<file path="config.mk">
export PLATFORM = sky130hd
export DESIGN_NAME = scan_cfg_loader_flat
export DESIGN_NICKNAME = d
export VERILOG_FILES = /design/src/rtl/scan_cfg_loader_pkg.sv /design/src/rtl/scan_cfg_loader_if.sv /design/src/rtl/scan_word_ser.sv /design/src/rtl/scan_cfg_loader.sv /design/src/flat_wrapper.sv
export SDC_FILE = /design/constraint.sdc
export NUM_CORES = 1
export LEC_CHECK = 0
export ABC_AREA = 1
export CAP_MARGIN = 20
export CORE_UTILIZATION = 50
export CTS_BUF_LIST = sky130_fd_sc_hd__clkbuf_8
export CTS_CLUSTER_SIZE = 24
export DETAILED_ROUTE_END_ITERATION = 12
export PLACE_DENSITY = 0.79
export SYNTH_ARGS = -nofsm -noshare
export SYNTH_HDL_FRONTEND = slang
export SYNTH_SLANG_ARGS = --single-unit
</file>
<file path="constraint.sdc">
create_clock -name scan_clk -period 1.5 [get_ports scan_clk]
set_input_delay 0.3 -clock scan_clk [delete_from_list [all_inputs] [get_ports scan_clk]]
set_output_delay 0.3 -clock scan_clk [all_outputs]
set_load 0.02 [all_outputs]
</file>
<file path="src/rtl/scan_cfg_loader_pkg.sv">
// rtl/scan_cfg_loader_pkg.sv - FSM state encoding and default sizes for the scan config loader
package scan_cfg_loader_pkg;

  typedef enum logic [1:0] {
    ST_IDLE  = 2'd0,
    ST_LOAD  = 2'd1,
    ST_SHIFT = 2'd2,
    ST_FIN   = 2'd3
  } state_t;

  localparam int DEF_WORD_W    = 8;
  localparam int DEF_CHAIN_LEN = 64;

endpackage

</file>
<file path="src/rtl/scan_cfg_loader_if.sv">
// rtl/scan_cfg_loader_if.sv - host word stream, scan chain pins and status of the scan config loader
interface scan_cfg_loader_if
  import scan_cfg_loader_pkg::*;
#(
  parameter int WORD_W = DEF_WORD_W
) ();

  logic              start;
  logic [WORD_W-1:0] in_data;
  logic              in_valid;
  logic              in_ready;
  logic              scan_in;
  logic              scan_en;
  logic              scan_out_fb;
  logic              busy;
  logic              done;
  logic [WORD_W-1:0] rb_data;
  logic              rb_valid;

  modport slave (
    input  start, in_data, in_valid, scan_out_fb,
    output in_ready, scan_in, scan_en, busy, done, rb_data, rb_valid
  );

  modport master (
    output start, in_data, in_valid, scan_out_fb,
    input  in_ready, scan_in, scan_en, busy, done, rb_data, rb_valid
  );

endinterface

</file>
<file path="src/rtl/scan_word_ser.sv">
// rtl/scan_word_ser.sv - one-word PISO, MSB first, with bit counter and last-bit flag
module scan_word_ser
  import scan_cfg_loader_pkg::*;
#(
  parameter int WORD_W = DEF_WORD_W
) (
  input  logic              scan_clk,
  input  logic              reset,
  input  logic              i_load,
  input  logic              i_shift,
  input  logic [WORD_W-1:0] i_data,
  output logic              o_bit,
  output logic              o_last_bit
);

  localparam int BIT_W = $clog2(WORD_W);

  logic [WORD_W-1:0] r_sreg;
  logic [BIT_W-1:0]  r_bit;
  logic              w_last;

  assign w_last     = (r_bit == BIT_W'(WORD_W - 1));
  assign o_bit      = r_sreg[WORD_W-1];
  assign o_last_bit = w_last;

  always_ff @(posedge scan_clk or posedge reset) begin
    if (reset) begin
      r_sreg <= '0;
      r_bit  <= '0;
    end else if (i_load) begin
      r_sreg <= i_data;
      r_bit  <= '0;
    end else if (i_shift) begin
      r_sreg <= {r_sreg[WORD_W-2:0], 1'b0};
      r_bit  <= w_last ? '0 : r_bit + BIT_W'(1);
    end
  end

endmodule

</file>
<file path="src/rtl/scan_cfg_loader.sv">
// rtl/scan_cfg_loader.sv - serialises config words onto the scan chain, CHAIN_LEN shifts per load
// Optional readback capture of scan_out_fb is enabled by SCAN_CFG_READBACK_EN.
module scan_cfg_loader
  import scan_cfg_loader_pkg::*;
#(
  parameter int WORD_W    = DEF_WORD_W,
  parameter int CHAIN_LEN = DEF_CHAIN_LEN
) (
  input logic               scan_clk,
  input logic               reset,
  scan_cfg_loader_if.slave  bus
);

  localparam int CNT_W = $clog2(CHAIN_LEN + 1);

  state_t           r_state;
  state_t           w_next;
  logic [CNT_W-1:0] r_total;
  logic             w_load;
  logic             w_shift;
  logic             w_clr;
  logic             w_ser_bit;
  logic             w_last_bit;
  logic             w_total_last;

  scan_word_ser #(.WORD_W(WORD_W)) u_ser (
    .scan_clk   (scan_clk),
    .reset      (reset),
    .i_load     (w_load),
    .i_shift    (w_shift),
    .i_data     (bus.in_data),
    .o_bit      (w_ser_bit),
    .o_last_bit (w_last_bit)
  );

  assign w_total_last = (r_total == CNT_W'(CHAIN_LEN - 1));

  always_ff @(posedge scan_clk or posedge reset) begin
    if (reset) r_state <= ST_IDLE;
    else       r_state <= w_next;
  end

  always_ff @(posedge scan_clk or posedge reset) begin
    if (reset)        r_total <= '0;
    else if (w_clr)   r_total <= '0;
    else if (w_shift) r_total <= r_total + CNT_W'(1);
  end

  // The chain-length limit wins over word boundaries, dropping unused low bits.
  always_comb begin
    w_next  = r_state;
    w_load  = 1'b0;
    w_shift = 1'b0;
    w_clr   = 1'b0;
    case (r_state)
      ST_IDLE: begin
        if (bus.start) begin
          w_clr  = 1'b1;
          w_next = ST_LOAD;
        end
      end
      ST_LOAD: begin
        if (bus.in_valid) begin
          w_load = 1'b1;
          w_next = ST_SHIFT;
        end
      end
      ST_SHIFT: begin
        w_shift = 1'b1;
        if (w_total_last)    w_next = ST_FIN;
        else if (w_last_bit) w_next = ST_LOAD;
      end
      ST_FIN:  w_next = ST_IDLE;
      default: w_next = ST_IDLE;
    endcase
  end

  assign bus.in_ready = (r_state == ST_LOAD);
  assign bus.scan_en  = (r_state == ST_SHIFT);
  assign bus.busy     = (r_state != ST_IDLE);
  assign bus.done     = (r_state == ST_FIN);
  assign bus.scan_in  = w_ser_bit;

`ifdef SCAN_CFG_READBACK_EN
  localparam int RB_W = $clog2(WORD_W);

  logic [WORD_W-1:0] r_rb_sh;
  logic [RB_W-1:0]   r_rb_cnt;
  logic [WORD_W-1:0] r_rb_data;
  logic              r_rb_valid;
  logic [WORD_W-1:0] w_rb_word;
  logic [RB_W-1:0]   w_rb_pad;

  assign w_rb_word = {r_rb_sh[WORD_W-2:0], bus.scan_out_fb};
  assign w_rb_pad  = RB_W'(WORD_W - 1) - r_rb_cnt;

  always_ff @(posedge scan_clk or posedge reset) begin
    if (reset) begin
      r_rb_sh    <= '0;
      r_rb_cnt   <= '0;
      r_rb_data  <= '0;
      r_rb_valid <= 1'b0;
    end else begin
      r_rb_valid <= 1'b0;
      if (w_clr) begin
        r_rb_cnt <= '0;
      end else if (w_shift) begin
        r_rb_sh <= w_rb_word;
        if (r_rb_cnt == RB_W'(WORD_W - 1)) begin
          r_rb_data  <= w_rb_word;
          r_rb_valid <= 1'b1;
          r_rb_cnt   <= '0;
        end else if (w_total_last) begin
          r_rb_data  <= w_rb_word << w_rb_pad;
          r_rb_valid <= 1'b1;
          r_rb_cnt   <= '0;
        end else begin
          r_rb_cnt <= r_rb_cnt + RB_W'(1);
        end
      end
    end
  end

  assign bus.rb_data  = r_rb_data;
  assign bus.rb_valid = r_rb_valid;
`else
  logic w_unused_fb;
  assign w_unused_fb  = bus.scan_out_fb;
  assign bus.rb_data  = '0;
  assign bus.rb_valid = 1'b0;
`endif

endmodule

</file>
<file path="src/flat_wrapper.sv">
// flat-port wrapper written by rule: the top's interface ports become plain ports
module scan_cfg_loader_flat import scan_cfg_loader_pkg::*;
#(
  parameter int WORD_W    = DEF_WORD_W,
  parameter int CHAIN_LEN = DEF_CHAIN_LEN
)
  (scan_clk, reset, bus_start, bus_in_data, bus_in_valid, bus_scan_out_fb, bus_in_ready, bus_scan_in, bus_scan_en, bus_busy, bus_done, bus_rb_data, bus_rb_valid);
  scan_cfg_loader_if #(.WORD_W(WORD_W)) bus_i ();
  input logic scan_clk;
  input logic reset;
  input wire logic [$bits(bus_i.start)-1:0] bus_start;
  input wire logic [$bits(bus_i.in_data)-1:0] bus_in_data;
  input wire logic [$bits(bus_i.in_valid)-1:0] bus_in_valid;
  input wire logic [$bits(bus_i.scan_out_fb)-1:0] bus_scan_out_fb;
  output wire logic [$bits(bus_i.in_ready)-1:0] bus_in_ready;
  output wire logic [$bits(bus_i.scan_in)-1:0] bus_scan_in;
  output wire logic [$bits(bus_i.scan_en)-1:0] bus_scan_en;
  output wire logic [$bits(bus_i.busy)-1:0] bus_busy;
  output wire logic [$bits(bus_i.done)-1:0] bus_done;
  output wire logic [$bits(bus_i.rb_data)-1:0] bus_rb_data;
  output wire logic [$bits(bus_i.rb_valid)-1:0] bus_rb_valid;
  assign bus_i.start = bus_start;
  assign bus_i.in_data = bus_in_data;
  assign bus_i.in_valid = bus_in_valid;
  assign bus_i.scan_out_fb = bus_scan_out_fb;
  assign bus_in_ready = bus_i.in_ready;
  assign bus_scan_in = bus_i.scan_in;
  assign bus_scan_en = bus_i.scan_en;
  assign bus_busy = bus_i.busy;
  assign bus_done = bus_i.done;
  assign bus_rb_data = bus_i.rb_data;
  assign bus_rb_valid = bus_i.rb_valid;
  scan_cfg_loader #(.WORD_W(WORD_W), .CHAIN_LEN(CHAIN_LEN)) u_core (.scan_clk(scan_clk), .reset(reset), .bus(bus_i));
endmodule
</file>
==> qor.csv <==
metric,value,unit
status,finished clean,
remaining design rule violation count,0,
post-layout total power,0.002287,W
Post-Synthesis Cells,135,
Total Die Area,2336,sq um
Int Power,0.001362,W
cell area after layout,1315,sq um
hold-fix buffer count after cts,0,
area inside the core boundary,1982,sq um
Root Buffer,clkbuf_8,
worst ir drop on vdd,1.142,mV
logic depth of the worst register-to-register path,5,
via count of the first global-routing pass,866,
register bit count reported by yosys,20,
cell area power density,1739,nW/um^2
NetSw,0.0009245,W
"leading cell type in the layout, fill and taps excluded",nand2_1,
share of total power consumed by net switching,0.4043,
part of the power in registers,0.380,
Critical Path Slowest Stage Cell,dfrtp_1,
fraction of final layout cells with drive strength greater than 1,0.1553,
Clock Sink Count,20,
destination of the worst register-to-register timing path,u_core.r_total[4],
largest net degree at the start of global routing,21,
"delay-heaviest family, CP",flip-flops,
Final Setup Violations,0,
Worst setup EP type,primary output,
floorplan die height,48.34,um
first-pass GRT wire length,3.594,mm
first-pass detailed-route iteration total,4,
placed wire-length estimate after detailed placement,1.512,mm
unrepaired setup endpoints after global routing,false,
post-synth cell types,23,
area of placed instances,1279,sq um
clock latency of the later-clocked register in the worst-skew pair,0.25,ns
path category of the worst min-delay check,primary input to asynchronous set/reset pin,
portion of total power attributed to the clock network,0.149,
synthesis-to-layout area growth,22.49,%
Antenna Nets Post-Route,0,
final critical-path share of the clock period,0.9688,
largest driver fanout on the critical path,4,
average footprint of a synthesized cell,7.952,sq um
internal reg-to-reg setup slack,0.22,ns
number of failing hold endpoints at the final stage,0,
combinational share of power,0.470,
buffering stage count on the worst path with inverters included,2,
startpoint class of the critical path,register,
start point of the critical path,u_core.r_state[0],
post-synthesis sequential area ratio,0.4662,
"commonest cells after routing, fill and taps aside","nand2_1, dfrtp_1, inv_1, nand3_1, clkdlybuf4s50_1",
area of the mapped netlist,1074,sq um
Starting Density,0.5417,
TritonCTS clock tree,built,
critical path class,register to primary output,
cell leakage power,0.7164,nW
antenna violations before repair,0,
startpoint of the worst register-to-register path,u_core.r_state[1],
count of warnings emitted by yosys,0,
number of standard-cell rows in the floorplan,16,
Clock Tree Buf Depth,2,
max-slew violations,0,
cts bufs inserted,3,
final estimated routing congestion in global placement,0.7328,
CP arrival,1.15,ns
Final min period,1.453,ns
total global-route track usage,0.1961,
peak clock frequency supported by timing,688.2,MHz
peak per-stage delay on the critical path,0.42,ns
average wire per cell in the routed design,10.85,um
post-layout net count,179,
routed via count,926,
max-capacitance violation count,0,
setup skew after layout,0.006015,ns
overflow left after global routing,0,
clock input transition at the sequential cells of the worst setup and hold paths,0.07,ns
IO Pins,27,
number of port buffers,16,
setup slack after layout,0.04684,ns
Vias/cell,4.926,
number of inserted diodes,0,
die boundary width,48.34,um
required arrival time at the worst endpoint,1.20,ns
drt total wl,2.040,mm
"Cell Chain, Critical Path",inv_2 -> nand2_1 -> dlygate4sd2_1,
starting DRC count in detailed routing,29,
deepest level of the CTS H-tree,1,
worst setup timing slack at the placement stage,-0.08737,ns
-- worst max-delay path by stage --
stage                                   end  slack (ns)  cells past startpoint
after floorplan           u_core.r_state[0]        0.33                      6
after global placement         bus_in_ready       -0.03                      4
after detailed placement       bus_in_ready       -0.09                      4
after CTS                      bus_in_ready       0.002                      4
after global routing               bus_busy       0.007                      3
final                              bus_busy        0.05                      3
-- power by group through the flow --
stage                     combinational [W]  sequential (W)  clock, W
after floorplan                    0.000701        0.000877         0
after global placement              0.00106        0.000877         0
after detailed placement            0.00110        0.000889         0
after CTS                           0.00107        0.000884  0.000352
after global routing                0.00120        0.000887  0.000375
final                               0.00108        0.000870  0.000341
-- timing repair --
action                     CTS  global route
setup endpoints to repair    5             3
gates resized for setup      9             2
buffers inserted             0             1
-- tightest hold or removal path, cell delays in order --
cell	delay, ns
clkdlybuf4s50_1	0.39
inv_1	0.05
buf_4	0.26
-- flip-flops by register name (all words and copies together), names as in the netlist --
signal and count:
u_core.r_state 2, u_core.u_ser.r_bit 3, u_core.r_total 7, u_core.u_ser.r_sreg 8
-- synthesized netlist by cell type --
library cell	count	area, sq um
o21ai_2	1	8.760
buf_4	9	67.56
inv_1	11	41.29
nand2_2	1	6.260
o21a_1	1	7.510
nand3b_1	1	7.510
o21ai_0	6	30.03
o22ai_1	1	6.260
inv_2	4	15.01
nor2_2	1	6.260
ha_1	3	37.54
a21oi_1	1	5.000
nor2_1	3	11.26
o211ai_1	2	15.01
nand2_4	1	11.26
dfrtp_1	20	500.5
a22o_1	1	8.760
conb_1	1	3.750
buf_6	1	11.26
nand3_1	11	55.05
nand3_2	1	10.01
nand2_1	53	198.9
a21oi_2	1	8.760
-- area by class of cell --
type | count | area (sq um)
Sequential cell | 20 | 501.7
Inverter | 15 | 56.30
Timing Repair Buffer | 25 | 214.0
Tap cell | 27 | 33.78
Multi-Input combinational cell | 98 | 467.9
Fill cell | 176 | 666.9
Clock buffer | 3 | 41.29
-- kinds of logic after synthesis --
kind of cell               synth area share
buffers and inverters                0.1259
and+or+nand+nor                      0.2856
other                              0.003493
AOI/OAI and AO/OA                   0.08392
DFF                                  0.4662
adders and majority gates           0.03497
-- per-stage QoR --
stage               setup TNS (ns)  instances  hold WS [ns]  utilization
floorplan                        0        143        0.2638            -
global placement          -0.03362        184        0.4549       0.6452
detailed placement        -0.09737        184        0.4659       0.6452
CTS                              0        187        0.3706       0.6654
global route                     0        188        0.4200       0.6635
finish                           0        188        0.3656       0.6635
-- layer usage --
| metal | routed length (um) | vias to the layer above | GRT usage |
|---|---|---|---|
| met2 | 1114 | 16 | 0.3592 |
| li1 | - | 460 | - |
| met4 | 18 | 0 | 0.07353 |
| met5 | 0 | - | 0 |
| met1 | 849 | 446 | 0.2311 |
| met3 | 57 | 4 | 0.02830 |
(Power assumes the default switching activity.)
==> patch (same settings) <==
The package constant `DEF_CHAIN_LEN` goes from 64 to 128.
--- a/src/rtl/scan_cfg_loader_pkg.sv
+++ b/src/rtl/scan_cfg_loader_pkg.sv
@@ -11,3 +11,3 @@
   localparam int DEF_WORD_W    = 8;
-  localparam int DEF_CHAIN_LEN = 64;
+  localparam int DEF_CHAIN_LEN = 128;
 
Behaviour: no difference found for any inputs over 10 cycles, from zero or initial values and one cycle with reset high; that may be too few to reach the edited logic, so the function may still have changed.
==> patch against the unedited design <==
Setup slack got worse by 0.0036 ns; sequential power rose by 3.1%; design area rose by 8.6%; sequential cell count increased by 1; via count increased by 6.3%; power grew 4.3%; cell count up 9.0%; wire length grew 9.8%; critical path depth rose by 1; largest power group unchanged; critical endpoint is now bus_done; area after synthesis increased by 10%.
==> patch: results (changes against the unedited design) <==
[metrics] result of the run: complete, no violations (unchanged)
[metrics] detailed-route vias per instance: 4.80 (was 4.93)
[metrics] per-instance average area after synthesis: 7.83 um^2 (was 7.95 um^2)
[metrics] DP HPWL: 1.75 mm (was 1.51 mm)
[metrics] worst supply voltage drop on vdd: 1.09 mV (was 1.14 mV)
[metrics] Wirelength per Cell: 10.9 um (about the same)
[metrics] fraction of the yosys area taken by sequential cells: 44.4% (was 46.6%)
[metrics] Final Wtd Congestion: 0.787 (was 0.733)
[metrics] Inserted Diodes: 0 (unchanged)
[metrics] Pleak: 0.782 nW (was 0.716 nW)
[metrics] Root Buffer Master: sky130_fd_sc_hd__clkbuf_8 (unchanged)
[metrics] highest fanout seen on the critical path: 2 (was 4)
[metrics] clock skew: 0.00182 ns (was 0.00601 ns)
[metrics] number of setup buffers added after CTS: 0 (unchanged)
[metrics] Worst Reg-to-Reg Cells: 7 (was 5)
[metrics] leading registers by flop count: u_core.r_total x8, u_core.u_ser.r_sreg x8, u_core.u_ser.r_bit x3 (was u_core.u_ser.r_sreg x8, u_core.r_total x7, u_core.u_ser.r_bit x3)
[metrics] number of gates resized after cts: 12 (was 9)
[metrics] Tot GR Track Use: 19.8% (was 19.6%)
[metrics] ranking of synthesized cells by area: sky130_fd_sc_hd__dfrtp_1 44%, sky130_fd_sc_hd__nand2_1 19%, sky130_fd_sc_hd__nand3_1 5.9% (was sky130_fd_sc_hd__dfrtp_1 47%, sky130_fd_sc_hd__nand2_1 19%, sky130_fd_sc_hd__buf_4 6.3%)
[metrics] most frequent cells after synthesis: 59 x sky130_fd_sc_hd__nand2_1, 21 x sky130_fd_sc_hd__dfrtp_1, 15 x sky130_fd_sc_hd__inv_1 (was 53 x sky130_fd_sc_hd__nand2_1, 20 x sky130_fd_sc_hd__dfrtp_1, 11 x sky130_fd_sc_hd__inv_1, 11 x sky130_fd_sc_hd__nand3_1, 9 x sky130_fd_sc_hd__buf_4)
[metrics] worst flop-to-flop path endpoint: u_core.u_ser.r_sreg[6] (was u_core.r_total[4])
[metrics] Placed Area: 1390 um^2 (was 1280 um^2)
[metrics] final cell count without fillers: 205 (was 188)
[metrics] initial DRC count: 8 (was 29)
[metrics] proportion of layout cells with a drive suffix above 1: 16.9% (was 15.5%)
[metrics] first-pass GRT wire length: 3.82 mm (was 3.59 mm)
[metrics] Reg2Reg Setup Slack: 0.17 ns (was 0.22 ns)
[metrics] Cells after DPL: 201 (was 184)
[metrics] number of nets in the layout: 194 (was 179)
[metrics] Fillers: 204 (was 176)
[metrics] Hold Worst Slack: 0.367 ns (was 0.366 ns)
[metrics] via count of the first global-routing pass: 937 (was 866)
[metrics] worst setup timing slack at the placement stage: -0.0527 ns (was -0.0874 ns)
[metrics] Netlist cell types: 23 (unchanged)
[metrics] worst hold-check path type: in2async (unchanged)
[metrics] clock buffer depth: 2 (unchanged)
[metrics] largest net degree at the start of global routing: 22 (was 21)
[metrics] Clock Pin Slew Worst Setup and Hold Paths: 0.07 ns (about the same)
[metrics] worst-skew pair later-pin latency: 0.26 ns
[metrics] final worst path period need: 1.46 ns (was 1.45 ns)
[patch: power breakdown]
| group | switching, mW | leakage [nW] | internal, mW |
|---|---|---|---|
| Combinational | 0.680 | 0.483 | 0.449 |
| Sequential | 0.136 | 0.272 | 0.761 |
| Clock | 0.177 | 0.0269 | 0.182 |
[patch: critical path, stage by stage, from the launching register on]
cell                              delay, ns
sky130_fd_sc_hd__dfrtp_1               0.39
sky130_fd_sc_hd__buf_4                 0.15
sky130_fd_sc_hd__nand2_1               0.05
sky130_fd_sc_hd__inv_1                 0.04
sky130_fd_sc_hd__clkdlybuf4s15_1       0.27
[patch: how the worst max path moves through the flow]
stage,to,cells past startpoint
final,bus_done,4
after global routing,bus_done,4
after CTS,bus_scan_en,2
after detailed placement,bus_in_ready,3
after global placement,bus_in_ready,3
after floorplan,u_core.r_state[1],6
[patch: final cells by class]
type                            count  area, um^2  area share, %
Multi-Input combinational cell    108         533           37.3
Sequential cell                    21         527           36.9
Timing Repair Buffer               24         210           14.7
Inverter                           20        77.6           5.43
Clock buffer                        3        41.3           2.89
Tap cell                           28        35.0           2.45
Clock inverter                      1        3.75          0.263
[patch: layer usage]
layer / track usage, % / share of wire [%]
met1: 22.3 / 44
met2: 37.6 / 52
met3: 3.64 / 3.3
met4: 5.56 / 0.85
met5: 0 / 0
[patch: kinds of logic (layout without fill, tap and decap cells)]
| family | Yosys count | in the layout | synth area share [%] |
|---|---|---|---|
| multiplexers | 1 | 1 | 0.847 |
| flip-flops | 21 | 21 | 44.4 |
| other | 1 | 9 | 0.317 |
| AND/OR/NAND/NOR | 87 | 87 | 33.3 |
| adder cells (fa/ha/maj) | 3 | 3 | 3.17 |
| AO/OA/AOI/OAI | 8 | 8 | 4.66 |
| buffers and inverters | 30 | 48 | 13.2 |
